**src/rtl/atomrvcore_pkg.sv**
```systemverilog
// atomrvcore_pkg: shared types and constants for the atomRVCORE load/store unit.
//   lsu_state_t    - LSU control FSM states
//   lsu_size_t     - RV32 load/store funct3 size codes
//   BE_*           - unshifted byte-enable patterns
//   lsu_misaligned - true when an access crosses its natural alignment
package atomrvcore_pkg;

  typedef enum logic [1:0] {
    IDLE    = 2'd0,
    REQ     = 2'd1,
    WAIT_RD = 2'd2
  } lsu_state_t;

  typedef enum logic [2:0] {
    SZ_B  = 3'b000,
    SZ_H  = 3'b001,
    SZ_W  = 3'b010,
    SZ_BU = 3'b100,
    SZ_HU = 3'b101
  } lsu_size_t;

  localparam logic [3:0] BE_BYTE = 4'b0001;
  localparam logic [3:0] BE_HALF = 4'b0011;
  localparam logic [3:0] BE_WORD = 4'b1111;

  // Reserved size codes are word accesses, so they need word alignment too.
  function automatic logic lsu_misaligned(input logic [2:0] size, input logic [1:0] lo);
    logic mis;
    case (size)
      SZ_B, SZ_BU: mis = 1'b0;
      SZ_H, SZ_HU: mis = lo[0];
      default:     mis = (lo != 2'b00);
    endcase
    return mis;
  endfunction

endpackage

```
**src/rtl/atomrvcore_lsu_align.sv**
```systemverilog
// atomrvcore_lsu_align: combinational lane logic for the LSU.
//   Store side: i_st_size/i_st_lo/i_st_data -> o_st_be (byte enables), o_st_wdata (replicated data)
//   Load side:  i_ld_size/i_ld_lo/i_ld_rdata -> o_ld_data (lane-selected, sign/zero extended)
module atomrvcore_lsu_align
  import atomrvcore_pkg::*;
#(
  parameter int unsigned DATAWIDTH = 32
) (
  input  logic [2:0]           i_st_size,
  input  logic [1:0]           i_st_lo,
  input  logic [DATAWIDTH-1:0] i_st_data,
  output logic [3:0]           o_st_be,
  output logic [DATAWIDTH-1:0] o_st_wdata,
  input  logic [2:0]           i_ld_size,
  input  logic [1:0]           i_ld_lo,
  input  logic [DATAWIDTH-1:0] i_ld_rdata,
  output logic [DATAWIDTH-1:0] o_ld_data
);

  logic [7:0]  w_byte;
  logic [15:0] w_half;

  // Store: replicate the datum across every lane it could land in; BE picks the lane.
  always_comb begin
    o_st_be    = BE_WORD;
    o_st_wdata = i_st_data;
    case (i_st_size)
      SZ_B, SZ_BU: begin
        o_st_be    = 4'(BE_BYTE << i_st_lo);
        o_st_wdata = {4{i_st_data[7:0]}};
      end
      SZ_H, SZ_HU: begin
        o_st_be    = 4'(BE_HALF << {i_st_lo[1], 1'b0});
        o_st_wdata = {2{i_st_data[15:0]}};
      end
      default: ;
    endcase
  end

  // Load: halfword lane uses addr[1] only, so an odd halfword address aligns down.
  assign w_byte = i_ld_rdata[{i_ld_lo, 3'b000} +: 8];
  assign w_half = i_ld_lo[1] ? i_ld_rdata[31:16] : i_ld_rdata[15:0];

  always_comb begin
    o_ld_data = i_ld_rdata;
    case (i_ld_size)
      SZ_B:    o_ld_data = {{(DATAWIDTH-8){w_byte[7]}}, w_byte};
      SZ_BU:   o_ld_data = {{(DATAWIDTH-8){1'b0}}, w_byte};
      SZ_H:    o_ld_data = {{(DATAWIDTH-16){w_half[15]}}, w_half};
      SZ_HU:   o_ld_data = {{(DATAWIDTH-16){1'b0}}, w_half};
      default: ;
    endcase
  end

endmodule

```
**src/rtl/atomrvcore_lsu.sv**
```systemverilog
// atomrvcore_lsu: load/store unit after the ALU stage.
//   Upstream:  valid_i, result_i, address_i, DR_EN_i, DWR_EN_i, size_i, R2_i, RD_i, RWR_EN_i; stall_o
//   Memory:    data_req_o, data_we_o, data_addr_o, data_be_o, data_wdata_o;
//              data_gnt_i, data_rvalid_i, data_rdata_i
//   Writeback: wb_valid_o, wb_data_o, RD_o, RWR_EN_o, misalign_o
// Optional: define ATOMRV_LSU_MISALIGN_TRAP_EN to flag misaligned H/W accesses
// instead of issuing them aligned down.
module atomrvcore_lsu
  import atomrvcore_pkg::*;
#(
  parameter int unsigned DATAWIDTH        = 32,
  parameter int unsigned REG_ADRESS_WIDTH = 5
) (
  input  logic                        clk_i,
  input  logic                        rst_i,
  input  logic                        valid_i,
  input  logic [DATAWIDTH-1:0]        result_i,
  input  logic [DATAWIDTH-1:0]        address_i,
  input  logic                        DR_EN_i,
  input  logic                        DWR_EN_i,
  input  logic [2:0]                  size_i,
  input  logic [DATAWIDTH-1:0]        R2_i,
  input  logic [REG_ADRESS_WIDTH-1:0] RD_i,
  input  logic                        RWR_EN_i,
  output logic                        stall_o,
  output logic                        data_req_o,
  output logic                        data_we_o,
  output logic [DATAWIDTH-1:0]        data_addr_o,
  output logic [3:0]                  data_be_o,
  output logic [DATAWIDTH-1:0]        data_wdata_o,
  input  logic                        data_gnt_i,
  input  logic                        data_rvalid_i,
  input  logic [DATAWIDTH-1:0]        data_rdata_i,
  output logic                        wb_valid_o,
  output logic [DATAWIDTH-1:0]        wb_data_o,
  output logic [REG_ADRESS_WIDTH-1:0] RD_o,
  output logic                        RWR_EN_o,
  output logic                        misalign_o
);

  lsu_state_t                  r_state, w_state_nxt;
  logic [2:0]                  r_size, w_size_nxt;
  logic [1:0]                  r_lo, w_lo_nxt;
  logic [REG_ADRESS_WIDTH-1:0] r_rd, w_rd_nxt;
  logic                        r_rwr, w_rwr_nxt;

  logic                        w_req_nxt, w_we_nxt, w_wb_valid_nxt, w_rwr_o_nxt, w_mis_nxt;
  logic [DATAWIDTH-1:0]        w_addr_nxt, w_wdata_nxt, w_wb_data_nxt;
  logic [3:0]                  w_be_nxt;
  logic [REG_ADRESS_WIDTH-1:0] w_rd_o_nxt;

  logic [3:0]                  w_st_be;
  logic [DATAWIDTH-1:0]        w_st_wdata, w_ld_data;
  logic                        w_is_mem, w_misalign;

  atomrvcore_lsu_align #(.DATAWIDTH(DATAWIDTH)) u_align (
    .i_st_size  (size_i),
    .i_st_lo    (address_i[1:0]),
    .i_st_data  (R2_i),
    .o_st_be    (w_st_be),
    .o_st_wdata (w_st_wdata),
    .i_ld_size  (r_size),
    .i_ld_lo    (r_lo),
    .i_ld_rdata (data_rdata_i),
    .o_ld_data  (w_ld_data)
  );

  assign w_is_mem = DR_EN_i | DWR_EN_i;
  assign stall_o  = (r_state != IDLE);

`ifdef ATOMRV_LSU_MISALIGN_TRAP_EN
  assign w_misalign = lsu_misaligned(size_i, address_i[1:0]);
`else
  assign w_misalign = 1'b0;
`endif

  // Next-state and next-output logic; outputs hold unless a transition updates them.
  always_comb begin
    w_state_nxt    = r_state;
    w_size_nxt     = r_size;
    w_lo_nxt       = r_lo;
    w_rd_nxt       = r_rd;
    w_rwr_nxt      = r_rwr;
    w_req_nxt      = data_req_o;
    w_we_nxt       = data_we_o;
    w_addr_nxt     = data_addr_o;
    w_be_nxt       = data_be_o;
    w_wdata_nxt    = data_wdata_o;
    w_wb_valid_nxt = 1'b0;
    w_wb_data_nxt  = wb_data_o;
    w_rd_o_nxt     = RD_o;
    w_rwr_o_nxt    = RWR_EN_o;
    w_mis_nxt      = 1'b0;

    case (r_state)
      IDLE: begin
        if (valid_i) begin
          if (!w_is_mem) begin
            w_wb_valid_nxt = 1'b1;
            w_wb_data_nxt  = result_i;
            w_rd_o_nxt     = RD_i;
            w_rwr_o_nxt    = RWR_EN_i;
          end else if (w_misalign) begin
            w_wb_valid_nxt = 1'b1;
            w_rd_o_nxt     = RD_i;
            w_rwr_o_nxt    = 1'b0;
            w_mis_nxt      = 1'b1;
          end else begin
            // Store wins when both enables are set.
            w_size_nxt  = size_i;
            w_lo_nxt    = address_i[1:0];
            w_rd_nxt    = RD_i;
            w_rwr_nxt   = RWR_EN_i;
            w_req_nxt   = 1'b1;
            w_we_nxt    = DWR_EN_i;
            w_addr_nxt  = {address_i[DATAWIDTH-1:2], 2'b00};
            w_be_nxt    = w_st_be;
            w_wdata_nxt = w_st_wdata;
            w_state_nxt = REQ;
          end
        end
      end
      REQ: begin
        if (data_gnt_i) begin
          w_req_nxt = 1'b0;
          w_we_nxt  = 1'b0;
          if (data_we_o) begin
            w_wb_valid_nxt = 1'b1;
            w_rd_o_nxt     = r_rd;
            w_rwr_o_nxt    = 1'b0;
            w_state_nxt    = IDLE;
          end else begin
            w_state_nxt = WAIT_RD;
          end
        end
      end
      WAIT_RD: begin
        if (data_rvalid_i) begin
          w_wb_valid_nxt = 1'b1;
          w_wb_data_nxt  = w_ld_data;
          w_rd_o_nxt     = r_rd;
          w_rwr_o_nxt    = r_rwr;
          w_state_nxt    = IDLE;
        end
      end
      default: w_state_nxt = IDLE;
    endcase
  end

  // State, capture and output registers.
  always_ff @(posedge clk_i or posedge rst_i) begin
    if (rst_i) begin
      r_state      <= IDLE;
      r_size       <= '0;
      r_lo         <= '0;
      r_rd         <= '0;
      r_rwr        <= 1'b0;
      data_req_o   <= 1'b0;
      data_we_o    <= 1'b0;
      data_addr_o  <= '0;
      data_be_o    <= '0;
      data_wdata_o <= '0;
      wb_valid_o   <= 1'b0;
      wb_data_o    <= '0;
      RD_o         <= '0;
      RWR_EN_o     <= 1'b0;
      misalign_o   <= 1'b0;
    end else begin
      r_state      <= w_state_nxt;
      r_size       <= w_size_nxt;
      r_lo         <= w_lo_nxt;
      r_rd         <= w_rd_nxt;
      r_rwr        <= w_rwr_nxt;
      data_req_o   <= w_req_nxt;
      data_we_o    <= w_we_nxt;
      data_addr_o  <= w_addr_nxt;
      data_be_o    <= w_be_nxt;
      data_wdata_o <= w_wdata_nxt;
      wb_valid_o   <= w_wb_valid_nxt;
      wb_data_o    <= w_wb_data_nxt;
      RD_o         <= w_rd_o_nxt;
      RWR_EN_o     <= w_rwr_o_nxt;
      misalign_o   <= w_mis_nxt;
    end
  end

endmodule
```
**config.mk**
```make
export PLATFORM = sky130hd
export DESIGN_NAME = atomrvcore_lsu
export DESIGN_NICKNAME = d
export VERILOG_FILES = /design/src/rtl/atomrvcore_pkg.sv /design/src/rtl/atomrvcore_lsu_align.sv /design/src/rtl/atomrvcore_lsu.sv
export SDC_FILE = /design/constraint.sdc
export NUM_CORES = 1
export LEC_CHECK = 0
export CAP_MARGIN = 10
export CORE_AREA = 2 2 121 123
export DETAILED_ROUTE_END_ITERATION = 8
export DIE_AREA = 0 0 123 125
export PLACE_DENSITY_LB_ADDON = 0.3
export SLEW_MARGIN = 40
export SYNTH_ARGS = -nofsm -noshare
export SYNTH_HDL_FRONTEND = slang
export SYNTH_SLANG_ARGS = --single-unit
```
**constraint.sdc**
```tcl
create_clock -name clk_i -period 4.3 [get_ports clk_i]
set_input_delay 0.43 -clock clk_i [delete_from_list [all_inputs] [get_ports clk_i]]
set_output_delay 0.43 -clock clk_i [all_outputs]
set_load 0.02 [all_outputs]
```
Yosys cells after proc, flatten, opt, wreduce, memory -nomap -nowiden

Cells that the tools add are included.

Output and inout bits: 111
Bits in writable memories: 0
Bits in read-only memories: 0
Bits in registers: 120
Memories kept: 0
Word-level logic and storage cells: 85
Latch bits: 0

Magnitude comparators: 0
Muxes and demuxes: 39
Eq/ne operators: 14
Shift operators: 3
Multiply operators: 0
Add/sub/neg operators: 0
Div/mod/pow operators: 0
Reduce and logical (&&, ||, !) cells: 14
Bitwise logic cells: 1

Operator list:

| cell                                             | count |
|---|---|
| one-hot mux 32 bit (2 select lines)              | 2 |
| one-hot mux 32 bit (4 select lines)              | 1 |
| two-way mux 32 bit                               | 3 |
| indexed part select 32 x 6 -> 8 bit              | 1 |
| two-way mux 5 bit                                | 5 |
| two-way mux 16 bit                               | 1 |
| two-way mux 1 bit                                | 15 |
| one-hot mux 5 bit (3 select lines)               | 1 |
| == test 3 bit (second input constant)            | 4 |
| inequality test 2 bit (second input constant)    | 6 |
| AND reduction 4 bit                              | 3 |
| two-way mux 2 bit                                | 5 |
| one-hot mux 4 bit (2 select lines)               | 1 |
| == test 3 x 1 -> 1 bit (second input constant)   | 2 |
| zero test 3 bit                                  | 2 |
| one-hot mux 1 bit (3 select lines)               | 2 |
| one-hot mux 2 bit (3 select lines)               | 1 |
| AND reduction 6 bit                              | 1 |
| nonzero test 2 bit                               | 3 |
| one-hot mux 1 bit (2 select lines)               | 2 |
| OR reduction 2 bit                               | 2 |
| left shift 1 x 2 -> 4 bit (first input constant) | 1 |
| left shift 2 x 2 -> 4 bit (first input constant) | 1 |
| AND reduction 3 bit                              | 1 |
| other kinds (5)                                  | 5 |

Depth between registers and ports, before layout

Gate-level depths: netlist of the first run.

Word-level depth: 4
Mapped depth: 9
Mapped depth without buffers: 6

By module

From an unflattened synthesis of the first run, not the netlist that was laid out.

Cells, all modules: 559
Area, all modules: 6343.6 um^2

Modules (own cells, without submodules):

| module               | seq. area each (um^2) | instances | area each (um^2) | cells each |
|---|---|---|---|---|
| atomrvcore_lsu       | 3002.9                | 1         | 5102.4           | 376 |
| atomrvcore_lsu_align | 0.0                   | 1         | 1241.2           | 183 |

Worst setup path after synthesis of the first run

OpenSTA, ideal clock, no wires.

Path kind: flip-flop to flip-flop
Start: register r_state[0]
End: register RD_o[0]
Required time: 4.175 ns
Slack: 2.257 ns
Clock period less this slack: 2.043 ns
Data arrival time: 1.918 ns
Stages on the path, launching flop included: 9
Cells stage by stage: dfrtp_1 -> inv_1 -> ha_1 -> buf_6 -> inv_2 -> o221ai_2 -> or4b_1 -> buf_2 -> mux2_4

Word-level cells in the longest chain between the ends: 3
Elaborated cells on any way between the ends: 11
Those cells by class: eq/ne: 7; mux: 1; reduce/logical: 3

Ends and longest elaborated chain:

| what                                                                  | RTL line              | RTL |
|---|---|---|
| start, declared                                                       | atomrvcore_lsu.sv:41  | `lsu_state_t r_state, w_state_nxt;` |
| start signal, assigned                                                | atomrvcore_lsu.sv:169 | `r_state <= w_state_nxt;` |
| == test 2 x 1 -> 1 bit (tied with other cells)                        | atomrvcore_lsu.sv:95  | `case (r_state)` |
| inequality test 2 bit (no line) or nonzero test 3 bit (tied branches) | n/a                   |  |
| AND reduction 6 bit (no line)                                         | n/a                   |  |
| end signal, assigned                                                  | atomrvcore_lsu.sv:181 | `RD_o <= w_rd_o_nxt;` |
| end, declared                                                         | atomrvcore_lsu.sv:36  | `output logic [REG_ADRESS_WIDTH-1:0] RD_o,` |

Several ways; a longest one is shown, not always the timed one.
A chain may end at the register's enable or synchronous reset.

Worst setup path after layout of the first run

Start: register r_state[0]
End: register wb_data_o[31]

Word-level cells in the longest chain between the ends: 3
Elaborated cells on any way between the ends: 8
Those cells by class: eq/ne: 4; mux: 1; reduce/logical: 3

Ends and longest elaborated chain:

| what                                                                  | RTL line              | RTL |
|---|---|---|
| == test 2 bit or zero test 2 bit (tied branches)                      | atomrvcore_lsu.sv:95  |  |
| inequality test 2 bit (no line) or nonzero test 2 bit (tied branches) | n/a                   |  |
| AND reduction 4 bit (no line)                                         | n/a                   |  |
| end signal, assigned                                                  | atomrvcore_lsu.sv:180 | `wb_data_o <= w_wb_data_nxt;` |
| end, declared                                                         | atomrvcore_lsu.sv:35  | `output logic [DATAWIDTH-1:0] wb_data_o,` |

Several ways; a longest one is shown, not always the timed one.

==> key figures, run 1 <==
Clock tree
  • Clock tree sinks: 120
  • CTS Buf Count: 17
  • CTS H-tree depth: 4
  • Clock root buffer master: clkbuf_16
  • Cts repair resizes: 0
  • Clk buf depth: 2
  • Clk Latency, worst-skew pair: 410 ps
  • CTS tree: built
  • CTS clk-pin slew, worst paths: 60 ps
  • Setup bufs post-CTS: 0
  • Hold Buf Count CTS: 0

Finish
  • Area Overhead vs Synth: 55.2%
  • Fillers: 1104
  • Commonest non-fill, non-tap cell in the layout: clkdlybuf4s50_1
  • Register area: 0.00301 sq mm
  • Commonest non-fill, non-tap cells in the layout: clkdlybuf4s50_1 (251), dfrtp_1 (118), nand2_1 (63)
  • N_diodes: 0
  • Multi-input logic area: 0.00264 sq mm
  • Utilization after layout: 64.7%
  • Share of cells above drive strength 1: 15.0%
  • Nets: 935

Synth
  • Number of synthesized register bits: 120
  • Post-Syn Area: 0.00592 sq mm
  • EDFF count, synth: 0
  • Synth area leader: dfrtp_1
  • Warnings from Yosys: 0
  • Synth async-reset ratio: 100%
  • Top-area cell type share of the netlist area: 50.7%
  • Synth cell types: 43
  • Area contributors post-synth: dfrtp_1 (51%), mux2_2 (10%), mux2i_1 (6.8%)
  • Cells after Synth: 548
  • Avg Inst Size Synth: 10.8 sq um
  • Sequential fraction of the synthesis area: 50.7%
  • Top FF cell, synth: dfrtp_1

Place
  • Setup WS pre-CTS: 1530 ps
  • Input/output buffers: 251
  • Final Wtd Congestion: 0.890
  • Post-DP HPWL: 12600 microns

Drt
  • 1st-iter DRT viols: 262
  • Per-cell routed wire length: 17.6 microns
  • Final WL: 17300 microns
  • Remaining DRCs: 0
  • ANT nets after route: 0
  • TritonRoute pass-1 iters: 5
  • Via count: 5115
  • Post-DR vias/cell: 5.20

Timing
  • Final period util: 58.6%
  • Final slew viol count: 0
  • Max_slew headroom: 52.6%
  • Setup TNS: 0 ps
  • Final worst slack: 1780 ps
  • Least-Margin Pin Slew: 709 ps
  • RSZ-0062 raised after global routing: false
  • Final hold violation count: 0
  • Final Skew: 7.15 ps
  • Final setup vio count: 0
  • Crit path time final: 2520 ps
  • Achievable clock frequency: 397 MHz

Worst setup path
  • Critical Path Most Common Cell: buf_4
  • Reg2reg start: r_state[0]$_DFFE_PP0P_
  • Critical Path Source Type: flop
  • CP arrival: 2820 ps
  • Crit path buf inv count: 3
  • CP Capture Type: flop
  • Worst Path Max Fanout: 34
  • Slowest cell on the critical path: a21oi_4
  • Critical path data required time: 4600 ps
  • Kind of critical path: flop to flop
  • Crit path launch: r_state[0]$_DFFE_PP0P_
  • Crit path max-delay family: compound AO/OA/AOI/OAI gates
  • Critical Path Max Stage Delay: 580 ps
  • Crit-path cells: inv_1 > ha_1 > buf_4 > mux2i_1 > a21oi_4 > buf_4 > nor2_1 > a221oi_1

Floorplanning
  • # rows: 44
  • Core ar.: 0.0142 sq mm
  • IO Count: 255
  • Die footprint: 0.0154 sq mm
  • Initial Utilization: 41.7%
  • Die Wd: 123 microns
  • Die Ht: 125 microns

Global route
  • First-pass GRT wire length: 27400 microns
  • Overflow after GRT: 0
  • Largest net degree at the start of global routing: 100
  • All-Layer GR Usage: 23.0%
  • Initial antenna violation count: 0
  • Number of global-route vias before repair: 5411

Pwr
  • Combinational share of power: 48.8%
  • Switch Pwr: 2.67 mW
  • Switching Fraction: 37.2%
  • Leakage power: 3.91 nW
  • VDD IR max: 0.000381 V
  • P per Cell Area: 782 mW/mm^2
  • Cell internal pwr: 4.51 mW
  • Clock share of power: 21.9%
  • Overall power: 7.18 mW
  • Sequential Power Share: 29.3%

Worst hold path
  • Min-delay worst type: flop to flop
  • HP Start: data_wdata_o[8]$_DFFE_PP0P_

Job
  • MaxCap Viol Count: 0

Outcome
  • Status: complete, no violations
## layout make-up
class / instances / area share (%)
Tap cell: 184 / 2.51
Sequential cell: 120 / 32.7
Multi-Input combinational cell: 369 / 28.7
Inverter: 20 / 0.871
Clock inverter: 11 / 2.12
Timing Repair Buffer: 259 / 28.1
Clock buffer: 20 / 4.97
## synthesized netlist by cell type, drive strengths merged (13+ instances only)
cell    count
dfrtp     120
nand2      63
mux2       61
nor2       56
mux2i      40
o21ai      36
buf        25
inv        20
a221oi     17
clkbuf     16
a21oi      15
o221ai     14
nor2b      13
## per-layer routing
metal  part of all wire (%)  vias up  GRT usage [%]
li1                       -     2408              -
met5                      0        -              0
met1                     40     2467           27.4
met4                    1.3        0           6.82
met2                     49      221           38.2
met3                    9.8       19           9.22
## power by group through the flow
stage	clock, mW	combinational [mW]	sequential [mW]
2_1_floorplan	0	1.53	2.60
3_3_place_gp	0	3.44	2.08
3_5_place_dp	0	3.51	2.12
4_1_cts	1.60	3.54	2.11
5_1_grt	1.66	3.77	2.18
6_report	1.58	3.51	2.10
## cells by family after synthesis
group	after synthesis	synth area share, %
simple gates	150	10.8
mux	102	19.1
fa+ha+maj	4	0.845
buf+inv	61	4.92
flops	120	50.7
other cells	1	0.0633
compound gates	110	13.5
## state kept, by name (all words and copies together), names as in the netlist, 2 cells and up
| signal | cells |
|---|---|
| RD_o | 5 |
| data_addr_o | 30 |
| data_be_o | 4 |
| data_wdata_o | 32 |
| r_lo | 2 |
| r_rd | 5 |
| r_size | 3 |
| r_state | 2 |
| wb_data_o | 32 |
## path summary, 6_finish.rpt
| kind | slack (ps) | cells after the start | to |
|---|---|---|---|
| max reg2reg | 1780 | 8 | wb_data_o[31]$_DFFE_PP0P_ |
| min reg2reg | 480 | 2 | data_wdata_o[8]$_DFFE_PP0P_ |
| max | 1780 | 8 | wb_data_o[31]$_DFFE_PP0P_ |
| min | 480 | 2 | data_wdata_o[8]$_DFFE_PP0P_ |
| max in group asynchronous | 2970 | 3 | r_state[1]$_DFFE_PP0P_ |
| min in group asynchronous | 500 | 2 | data_addr_o[23]$_DFFE_PP0P_ |
## tightest hold or removal path: stages, from the launching register on
cell and delay (ps):
dfrtp_1 340, nand2_1 50, o21ai_0 60
## stage by stage
step | cells | instance area (sq um) | hold slack, ps
6_report | 983 | 9190 | 478
5_1_grt | 983 | 9190 | 519
4_1_cts | 983 | 9190 | 482
3_5_place_dp | 952 | 8530 | 469
3_3_place_gp | 952 | 8530 | 462
2_1_floorplan | 550 | 5930 | 451
No activity file was read; power rests on OpenSTA's default activity.
==> run 2: changes to the inputs <==
- CORE_AREA: 2 2 121 123 -> 2 2 127 129
- DIE_AREA: 0 0 123 125 -> 0 0 129 131
- clock period: 4.3 -> 2.2 ns (I/O delays scaled with it)
==> run 2 against run 1 <==
- via count increased by 2.3%
- clock skew grew 0.77 ps
- non-clock buffer count up 16
- global-route usage fell by 1.2 points
- combinational power grew 110%
- critical path depth shrank 4
- cell area is 2.0% higher
- die area rose by 9.9%
- sequential power up 90%
- critical path type is now flop to primary output
- largest power group unchanged
==> key figures, run 2 (synthesis results as in run 1) <==
Outcome
  • Status: complete, no violations

Pwr
  • Overall power: 14.2 mW
  • Combinational share of power: 51.5%
  • Switching Fraction: 38.0%
  • VDD IR max: 0.000897 V
  • Clock share of power: 20.4%
  • Switch Pwr: 5.40 mW
  • Cell internal pwr: 8.80 mW
  • Sequential Power Share: 28.1%
  • P per Cell Area: 1510 mW/mm^2
  • Leakage power: 4.00 nW

Floorplanning
  • IO Count: 255
  • Initial Utilization: 38.0%
  • Die Ht: 131 microns
  • # rows: 46
  • Die Wd: 129 microns
  • Die footprint: 0.0169 sq mm
  • Core ar.: 0.0156 sq mm

Global route
  • Overflow after GRT: 0
  • Initial antenna violation count: 0
  • First-pass GRT wire length: 28200 microns
  • All-Layer GR Usage: 21.8%
  • Number of global-route vias before repair: 5500
  • Largest net degree at the start of global routing: 75

Worst setup path
  • Critical Path Max Stage Delay: 620 ps
  • Kind of critical path: flop to primary output
  • Worst Path Max Fanout: 6
  • Slowest cell on the critical path: clkdlybuf4s50_1
  • Critical path data required time: 1980 ps
  • CP arrival: 1870 ps
  • Critical Path Source Type: flop
  • Crit-path cells: inv_1 > ha_1 > inv_2 > clkdlybuf4s50_1
  • CP Capture Type: primary output

Timing
  • Final setup vio count: 0
  • Final hold violation count: 0
  • Final slew viol count: 0
  • Final Skew: 7.92 ps
  • RSZ-0062 raised after global routing: false
  • Max_slew headroom: 51.7%
  • Final period util: 95.2%
  • Achievable clock frequency: 478 MHz
  • Setup TNS: 0 ps
  • Least-Margin Pin Slew: 725 ps
  • Crit path time final: 2090 ps

Drt
  • 1st-iter DRT viols: 259
  • TritonRoute pass-1 iters: 4
  • Final WL: 18500 microns
  • Remaining DRCs: 0
  • Via count: 5234
  • ANT nets after route: 0
  • Post-DR vias/cell: 5.07
  • Per-cell routed wire length: 17.9 microns

Finish
  • Share of cells above drive strength 1: 16.7%
  • Area Overhead vs Synth: 58.3%
  • Register area: 0.00300 sq mm
  • Nets: 951
  • Commonest non-fill, non-tap cell in the layout: clkdlybuf4s50_1
  • Multi-input logic area: 0.00263 sq mm
  • Largest regs: data_wdata_o x32, wb_data_o x32, data_addr_o x30
  • Fillers: 1296
  • N_diodes: 0
  • Commonest non-fill, non-tap cells in the layout: clkdlybuf4s50_1 (251), dfrtp_1 (120), nand2_1 (63)

Place
  • Input/output buffers: 251
  • Final Wtd Congestion: 0.873
  • Post-DP HPWL: 13600 microns

Worst hold path
  • Min-delay worst type: input port to asynchronous set/reset pin

Clock tree
  • Hold Buf Count CTS: 0
  • CTS Buf Count: 17
  • Clk Latency, worst-skew pair: 410 ps
  • CTS clk-pin slew, worst paths: 60 ps
  • CTS H-tree depth: 4
  • Clock root buffer master: clkbuf_16
  • Clk buf depth: 2
  • CTS tree: built
  • Clock tree sinks: 120

Job
  • MaxCap Viol Count: 0
[run 2: final cells by class]
class / instances / area share (%)
clock buffer: 19 / 4.83
clock inverter: 13 / 1.80
inverter: 20 / 0.881
multi-input combinational: 369 / 28.1
sequential: 120 / 32.0
tap: 216 / 2.88
timing repair buffer: 275 / 29.5
[run 2: path summary, 6_finish.rpt]
path	slack, ps	start	depth (start not counted)	end
setup / recovery	110	r_state[0]$_DFFE_PP0P_	4	stall_o
hold / removal	250	rst_i	3	data_addr_o[5]$_DFFE_PP0P_
setup reg to reg	130	r_state[0]$_DFFE_PP0P_	7	RD_o[4]$_DFFE_PP0P_
hold reg to reg	480	data_wdata_o[16]$_DFFE_PP0P_	2	data_wdata_o[16]$_DFFE_PP0P_
max in group asynchronous	1270	rst_i	3	data_addr_o[13]$_DFFE_PP0P_
min in group clk_i	390	RWR_EN_i	3	r_rwr$_DFFE_PP0P_
[run 2: power groups by stage]
stage          registers [mW]  clock network [mW]  logic, mW
6_report                 3.99                2.90       7.31
5_1_grt                  4.12                3.09       7.86
4_1_cts                  3.99                2.97       7.24
3_5_place_dp             4.01                   0       7.21
3_3_place_gp             3.96                   0       7.02
2_1_floorplan            5.08                   0       2.99
[run 2: per-layer routing]
metal / up-vias / global-route usage, % / wire length [microns]
met5: - / 0 / 0
met4: 0 / 8.12 / 425
met3: 31 / 9.61 / 2080
met2: 262 / 37.0 / 9040
met1: 2496 / 24.4 / 6930
li1: 2445 / - / -
[run 2: through the flow]
step                      std cells  hold slack [ps]  util [%]  setup slack (ps)  cell area, sq um
after global routing           1032              290      60.1              12.5              9370
after detailed placement        997              470      55.8              12.5              8710
after CTS                      1029              278      59.8              81.6              9330
after floorplan                 550              371         -               157              5930
final                          1032              253      60.1               106              9370
after global placement          997              462      55.8               140              8710
[run 2: worst max-delay path, delay by kind of cell (launching register included)]
kind,cells,cell delay [ps]
adders and majority gates,1,280
DFF,1,390
buffers and inverters,3,800
[run 2: repair_timing]
| action | CTS | global route |
|---|---|---|
| gates resized for setup | 0 | 1 |
| setup endpoints to repair | 0 | 2 |
| buffers inserted | 0 | 2 |
==> run 3: changes to the inputs <==
- SETUP_SLACK_MARGIN: not set -> 0.02
==> results of run 3 <==
Same layout as run 2 (identical final DEF). Status: complete, no violations.
